==> src/rtl/pipe_ctrl_pkg.sv <==
// Shared types and constants for the pipeline stall/flush sequencer.
package pipe_ctrl_pkg;

  localparam int unsigned ADDR_LEN = 32;
  localparam logic [ADDR_LEN-1:0] ZERO_WORD = '0;

  // Sequencer states
  typedef enum logic [1:0] {
    PC_RUN       = 2'd0,
    PC_JUMP_PEND = 2'd1,
    PC_DISCARD   = 2'd2
  } pc_state_e;

  // Per-register pipeline control bundle
  typedef struct packed {
    logic pc_stall;
    logic if_id_stall;
    logic id_ex_stall;
    logic ex_mem_stall;
    logic mem_wb_stall;
    logic if_id_flush;
    logic id_ex_flush;
    logic if_discard;
    logic pc_jump;
  } pipe_ctrl_t;

  localparam pipe_ctrl_t CTRL_IDLE = '0;

  // Frozen pipeline: every register holds, nothing is flushed
  function automatic pipe_ctrl_t ctrl_freeze();
    pipe_ctrl_t c;
    c              = CTRL_IDLE;
    c.pc_stall     = 1'b1;
    c.if_id_stall  = 1'b1;
    c.id_ex_stall  = 1'b1;
    c.ex_mem_stall = 1'b1;
    c.mem_wb_stall = 1'b1;
    return c;
  endfunction

endpackage

==> src/rtl/pipe_ctrl_sat_counter.sv <==
// Saturating up-counter; holds at all-ones instead of wrapping.
module sat_counter #(
  parameter int unsigned W = 32
) (
  input  logic         clk,
  input  logic         rst,
  input  logic         inc,
  output logic [W-1:0] count
);

  // Count enabled increments, stopping at the maximum value
  always_ff @(posedge clk) begin
    if (rst) begin
      count <= '0;
    end else if (inc && (count != {W{1'b1}})) begin
      count <= count + W'(1);
    end
  end

endmodule

==> src/rtl/pipe_ctrl.sv <==
// Stall/flush sequencer for the 5-stage pipeline, including PC redirect
// handling and stall/redirect performance counters.
module pipe_ctrl
  import pipe_ctrl_pkg::*;
#(
  parameter int unsigned CNT_W  = 32,
  parameter int unsigned ADDR_W = 32
) (
  input  logic              clk,
  input  logic              rst,
  input  logic              rdy,
  input  logic              if_stall_req,
  input  logic              id_stall_req,
  input  logic              mem_stall_req,
  input  logic              ex_jump,
  input  logic [ADDR_W-1:0] ex_jump_target,
  output logic              pc_stall,
  output logic              if_id_stall,
  output logic              id_ex_stall,
  output logic              ex_mem_stall,
  output logic              mem_wb_stall,
  output logic              if_id_flush,
  output logic              id_ex_flush,
  output logic              if_discard,
  output logic              pc_jump,
  output logic [ADDR_W-1:0] pc_target,
  output logic [CNT_W-1:0]  stall_cnt,
  output logic [CNT_W-1:0]  flush_cnt
);

  pc_state_e         r_state;
  logic [ADDR_W-1:0] r_target;

  pipe_ctrl_t        w_ctrl;
  logic [ADDR_W-1:0] w_target;
  logic              w_redirect;
  logic              w_active;
  logic              w_stall_inc;
  logic              w_flush_inc;

  assign w_active = !rst && rdy;

  // A redirect fires when MEM is not stalled and either EX just resolved a
  // jump in RUN, or a jump was parked while MEM was busy.
  assign w_redirect = !mem_stall_req &&
                      (((r_state == PC_RUN) && ex_jump) || (r_state == PC_JUMP_PEND));

  // Control outputs from current state and requests, highest priority first
  always_comb begin
    w_ctrl   = CTRL_IDLE;
    w_target = '0;
    if (rst) begin
      w_ctrl = CTRL_IDLE;
    end else if (!rdy) begin
      w_ctrl = ctrl_freeze();
    end else if (mem_stall_req) begin
      // MEM emits a bubble into mem_wb while everything upstream holds;
      // a fetch already being discarded keeps being discarded.
      w_ctrl              = ctrl_freeze();
      w_ctrl.mem_wb_stall = 1'b0;
      w_ctrl.if_discard   = (r_state == PC_DISCARD);
    end else if (w_redirect) begin
      w_ctrl.pc_jump     = 1'b1;
      w_ctrl.if_id_flush = 1'b1;
      w_ctrl.id_ex_flush = 1'b1;
      w_target           = (r_state == PC_JUMP_PEND) ? r_target : ex_jump_target;
    end else if (r_state == PC_DISCARD) begin
      w_ctrl.if_discard  = 1'b1;
      w_ctrl.if_id_flush = 1'b1;
    end else if (id_stall_req) begin
      // Load-use: hold PC and if_id, inject one bubble into id_ex
      w_ctrl.pc_stall    = 1'b1;
      w_ctrl.if_id_stall = 1'b1;
      w_ctrl.id_ex_flush = 1'b1;
    end else if (if_stall_req) begin
      w_ctrl.pc_stall    = 1'b1;
      w_ctrl.if_id_flush = 1'b1;
    end
  end

  // Sequencer state and parked redirect target
  always_ff @(posedge clk) begin
    if (rst) begin
      r_state  <= PC_RUN;
      r_target <= '0;
    end else if (rdy) begin
      case (r_state)
        PC_RUN: begin
          if (ex_jump) begin
            if (mem_stall_req) begin
              r_state  <= PC_JUMP_PEND;
              r_target <= ex_jump_target;
            end else begin
              r_state <= if_stall_req ? PC_DISCARD : PC_RUN;
            end
          end
        end
        PC_JUMP_PEND: begin
          if (!mem_stall_req) begin
            r_state <= if_stall_req ? PC_DISCARD : PC_RUN;
          end
        end
        PC_DISCARD: begin
          if (!if_stall_req) begin
            r_state <= PC_RUN;
          end
        end
        default: begin
          r_state <= PC_RUN;
        end
      endcase
    end
  end

  assign w_stall_inc = w_active && w_ctrl.pc_stall;
  assign w_flush_inc = w_active && w_ctrl.pc_jump;

  // Cycles spent with the PC held
  sat_counter #(.W(CNT_W)) u_stall_cnt (
    .clk   (clk),
    .rst   (rst),
    .inc   (w_stall_inc),
    .count (stall_cnt)
  );

  // Redirects issued
  sat_counter #(.W(CNT_W)) u_flush_cnt (
    .clk   (clk),
    .rst   (rst),
    .inc   (w_flush_inc),
    .count (flush_cnt)
  );

  assign pc_stall     = w_ctrl.pc_stall;
  assign if_id_stall  = w_ctrl.if_id_stall;
  assign id_ex_stall  = w_ctrl.id_ex_stall;
  assign ex_mem_stall = w_ctrl.ex_mem_stall;
  assign mem_wb_stall = w_ctrl.mem_wb_stall;
  assign if_id_flush  = w_ctrl.if_id_flush;
  assign id_ex_flush  = w_ctrl.id_ex_flush;
  assign if_discard   = w_ctrl.if_discard;
  assign pc_jump      = w_ctrl.pc_jump;
  assign pc_target    = w_target;

endmodule

==> config.mk <==
export PLATFORM = sky130hd
export DESIGN_NAME = pipe_ctrl
export DESIGN_NICKNAME = d
export VERILOG_FILES = /design/src/rtl/pipe_ctrl_pkg.sv /design/src/rtl/pipe_ctrl_sat_counter.sv /design/src/rtl/pipe_ctrl.sv
export SDC_FILE = /design/constraint.sdc
export NUM_CORES = 1
export LEC_CHECK = 0
export ABC_CLOCK_PERIOD_IN_PS = 6700
export CAP_MARGIN = 30
export CORE_MARGIN = 2
export CORE_UTILIZATION = 51
export DETAILED_ROUTE_END_ITERATION = 7
export PLACE_DENSITY = 0.94
export SYNTH_ARGS = -nofsm -noshare
export SYNTH_HDL_FRONTEND = slang
export SYNTH_SLANG_ARGS = --single-unit
==> constraint.sdc <==
create_clock -name clk -period 6.7 [get_ports clk]
set_input_delay 0.67 -clock clk [delete_from_list [all_inputs] [get_ports clk]]
set_output_delay 0.67 -clock clk [all_outputs]
set_load 0.02 [all_outputs]
==> flow_summary.yaml <==
clock_tree:
  cts_buffers: 9
  ctsResizeCount: 0
  clk_pin_slew_ps: 90
  cts_tree: "built"
  clockBufferDepth: 2
  post-cts-setup-buffers: 0
  htreeDepth: 3
  cts_root_buf: "clkbuf_8"
  clock_latency_ps: 360
  ctsHoldBuffers: 0
  cts_sinks: 98
floorplanning:
  initial_core_util_pct: 52.7
  fp.dieH_um: 102
  rows: 35
  io_pins: 144
  coreArea_um2: 9240
  die-area_um2: 10400
  die_x_um: 102
synth:
  synth-edff-count: 0
  yosys-top-cells-count: "156 x nand2_1, 107 x a21oi_1, 98 x dfxtp_1"
  yosysWarnings: 0
  synth.most_common_cell: "nand2_1"
  syn_inst: 661
  ys_seq_elements: 98
  synth_top_cell_by_area: "dfxtp_1"
  async_flop_share_pct: 0
  yosysUniqueCellTypes: 51
  synth-seq-area-share_pct: 40.3
  synthesis.area_um2: 4870
  synth_flop_cell: "dfxtp_1"
  yosys.area.top_type_share_pct: 40.3
  synth_area_per_cell_um2: 7.37
  syn_nets: 702
  synth.area.top_cells: "dfxtp_1 40%, nand2_1 12%, a21oi_1 11%"
setup_path:
  cp_top_family: "buffers and inverters"
  crit_top_cell: "clkdlybuf4s50_1"
  crit_fanout: 22
  crit_required_ps: 6030
  worstPathCellList: "clkdlybuf4s50_1 -> nor4b_1 -> o21ai_2 -> buf_8 -> a21oi_1 -> clkdlybuf4s50_1"
  criticalPathCategory: "input port to output pin"
  cpMaxStageDelayCell: "clkdlybuf4s50_1"
  worstSetupStartpointType: "input port"
  end_kind: "output pin"
  max_stage_delay_ps: 640
  path_buf_inv: 3
  arrival_ps: 3220
layout:
  syn2layout_area_growth_pct: 35.4
  stdcell_count: 917
  antenna_cells: 0
  layout-drive-gt1-share_pct: 5.33
  fill_cells: 731
  fin_nets: 825
sta:
  setup-tns-final_ps: 0
  min_period_ps: 3890
  worst_slew_pin_slew_ps: 772
  clock.fmax_mhz: 257
  skew_ps: 13.7
  rsz0062_at_grt: "false"
  slew_violations: 0
  hold-worst-slack_ps: 461
  slew_headroom_pct: 48.5
  hold_viol_final: 0
  period_share_pct: 58.0
  setup_viol: 0
place:
  place_congestion: 0.808
  dp_cells: 900
  place_hpwl_um: 9800
  port_buffers: 143
grt:
  track_usage_pct: 26.0
  use_met3_pct: 4.49
  grt_pass1_vias: 4953
  grt_use_met1_pct: 30.5
  grt-busiest-layer: "met2"
  grt_pass1_wl_um: 22200
  overflow: 0
  antenna_found_initial: 0
  gr-usage-met2_pct: 46.2
  grt_max_degree: 107
worst_hold_path:
  hold_class: "flop to flop"
drt:
  drc: 0
  drt-total-wl_um: 13600
  drtPass1Iterations: 5
  dr_total_vias: 5253
  vias_per_cell: 5.73
  avgRoutedWirePerCell_um: 14.8
  drt_iter0_markers: 220
  postRouteAntennaNets: 0
job:
  drv_cap: 0
power:
  power_per_cell_area_nw_per_um2: 158
  p_leak_nw: 2.10
  ir_drop_v: 0.000116
status:
  status: "finished, final reports clean"
## flip-flops by register name, indices dropped and copies added, names as in the netlist
| name | count |
|---|---|
| r_target | 32 |
| r_state | 2 |
| u_flush_cnt.count | 32 |
| u_stall_cnt.count | 32 |
## final timing paths
check	startpoint	endpoint	slack, ps	cells past startpoint
hold / removal	r_target[25]	r_target[25]	460	2
setup / recovery	rdy	pc_target[12]	2810	6
setup reg to reg	r_state[1]	u_flush_cnt.count[30]	4000	5
hold reg to reg	r_target[25]	r_target[25]	460	2
## where the power goes
group	switching [mW]	internal, mW
Sequential	0.00659	0.590
Clock	0.198	0.132
Combinational	0.0630	0.0520
Total	0.267	0.774
## tightest hold or removal path: stages, from the launching register on
cell     delay (ps)
dfxtp_1         320
nand2_1          50
a21oi_1          50
## stage by stage
| stage | power (mW) | utilization (%) | setup slack (ps) | area [um^2] |
|---|---|---|---|---|
| 2_1_floorplan | 0.667 | - | 3930 | 4870 |
| 3_3_place_gp | 0.714 | 68.5 | 2930 | 6330 |
| 3_5_place_dp | 0.720 | 69.1 | 2840 | 6380 |
| 4_1_cts | 1.04 | 70.8 | 2820 | 6540 |
| 5_1_grt | 1.09 | 71.4 | 2580 | 6600 |
| 6_report | 1.04 | 71.4 | 2810 | 6600 |
## kinds of logic after synthesis
kind of cell               share of synthesized area (%)
and+or+nand+nor                                     30.4
buffers and inverters                               4.70
AOI/OAI and AO/OA                                   20.1
xor gates and xnor gates                            1.98
adders and majority gates                          0.513
DFF                                                 40.3
muxes                                               2.00
## per-layer routing
layer  up-vias  routed length (um)
met5         -                   0
met4         0                 398
met3        34                 646
met2       158                7010
met1      2473                5520
li1       2588                   -
## cell type report
cell class / instances / area [um^2] / share of cell area [%]
multi-input combinational: 507 / 2690 / 40.8
inverter: 15 / 56.3 / 0.853
clock inverter: 5 / 32.5 / 0.493
clock buffer: 10 / 128 / 1.93
tap: 129 / 161 / 2.45
timing repair buffer: 153 / 1560 / 23.7
sequential: 98 / 1960 / 29.7
## cell usage in the layout (no fill, tap or decap), drive strengths merged, types with 11 or more instances in the layout
cell type      synthesis  final
clkdlybuf4s50          0    142
o31ai                 12     12
buf                    6     11
nor4                  11     11
o21ai                 30     30
a21oi                107    107
nor2                  33     33
inv                   15     15
or3                   30     30
nand2                156    156
nand4                 19     19
or4                   13     13
dfxtp                 98     98
nand3                 18     18
Power figures use the tool's default switching activity.
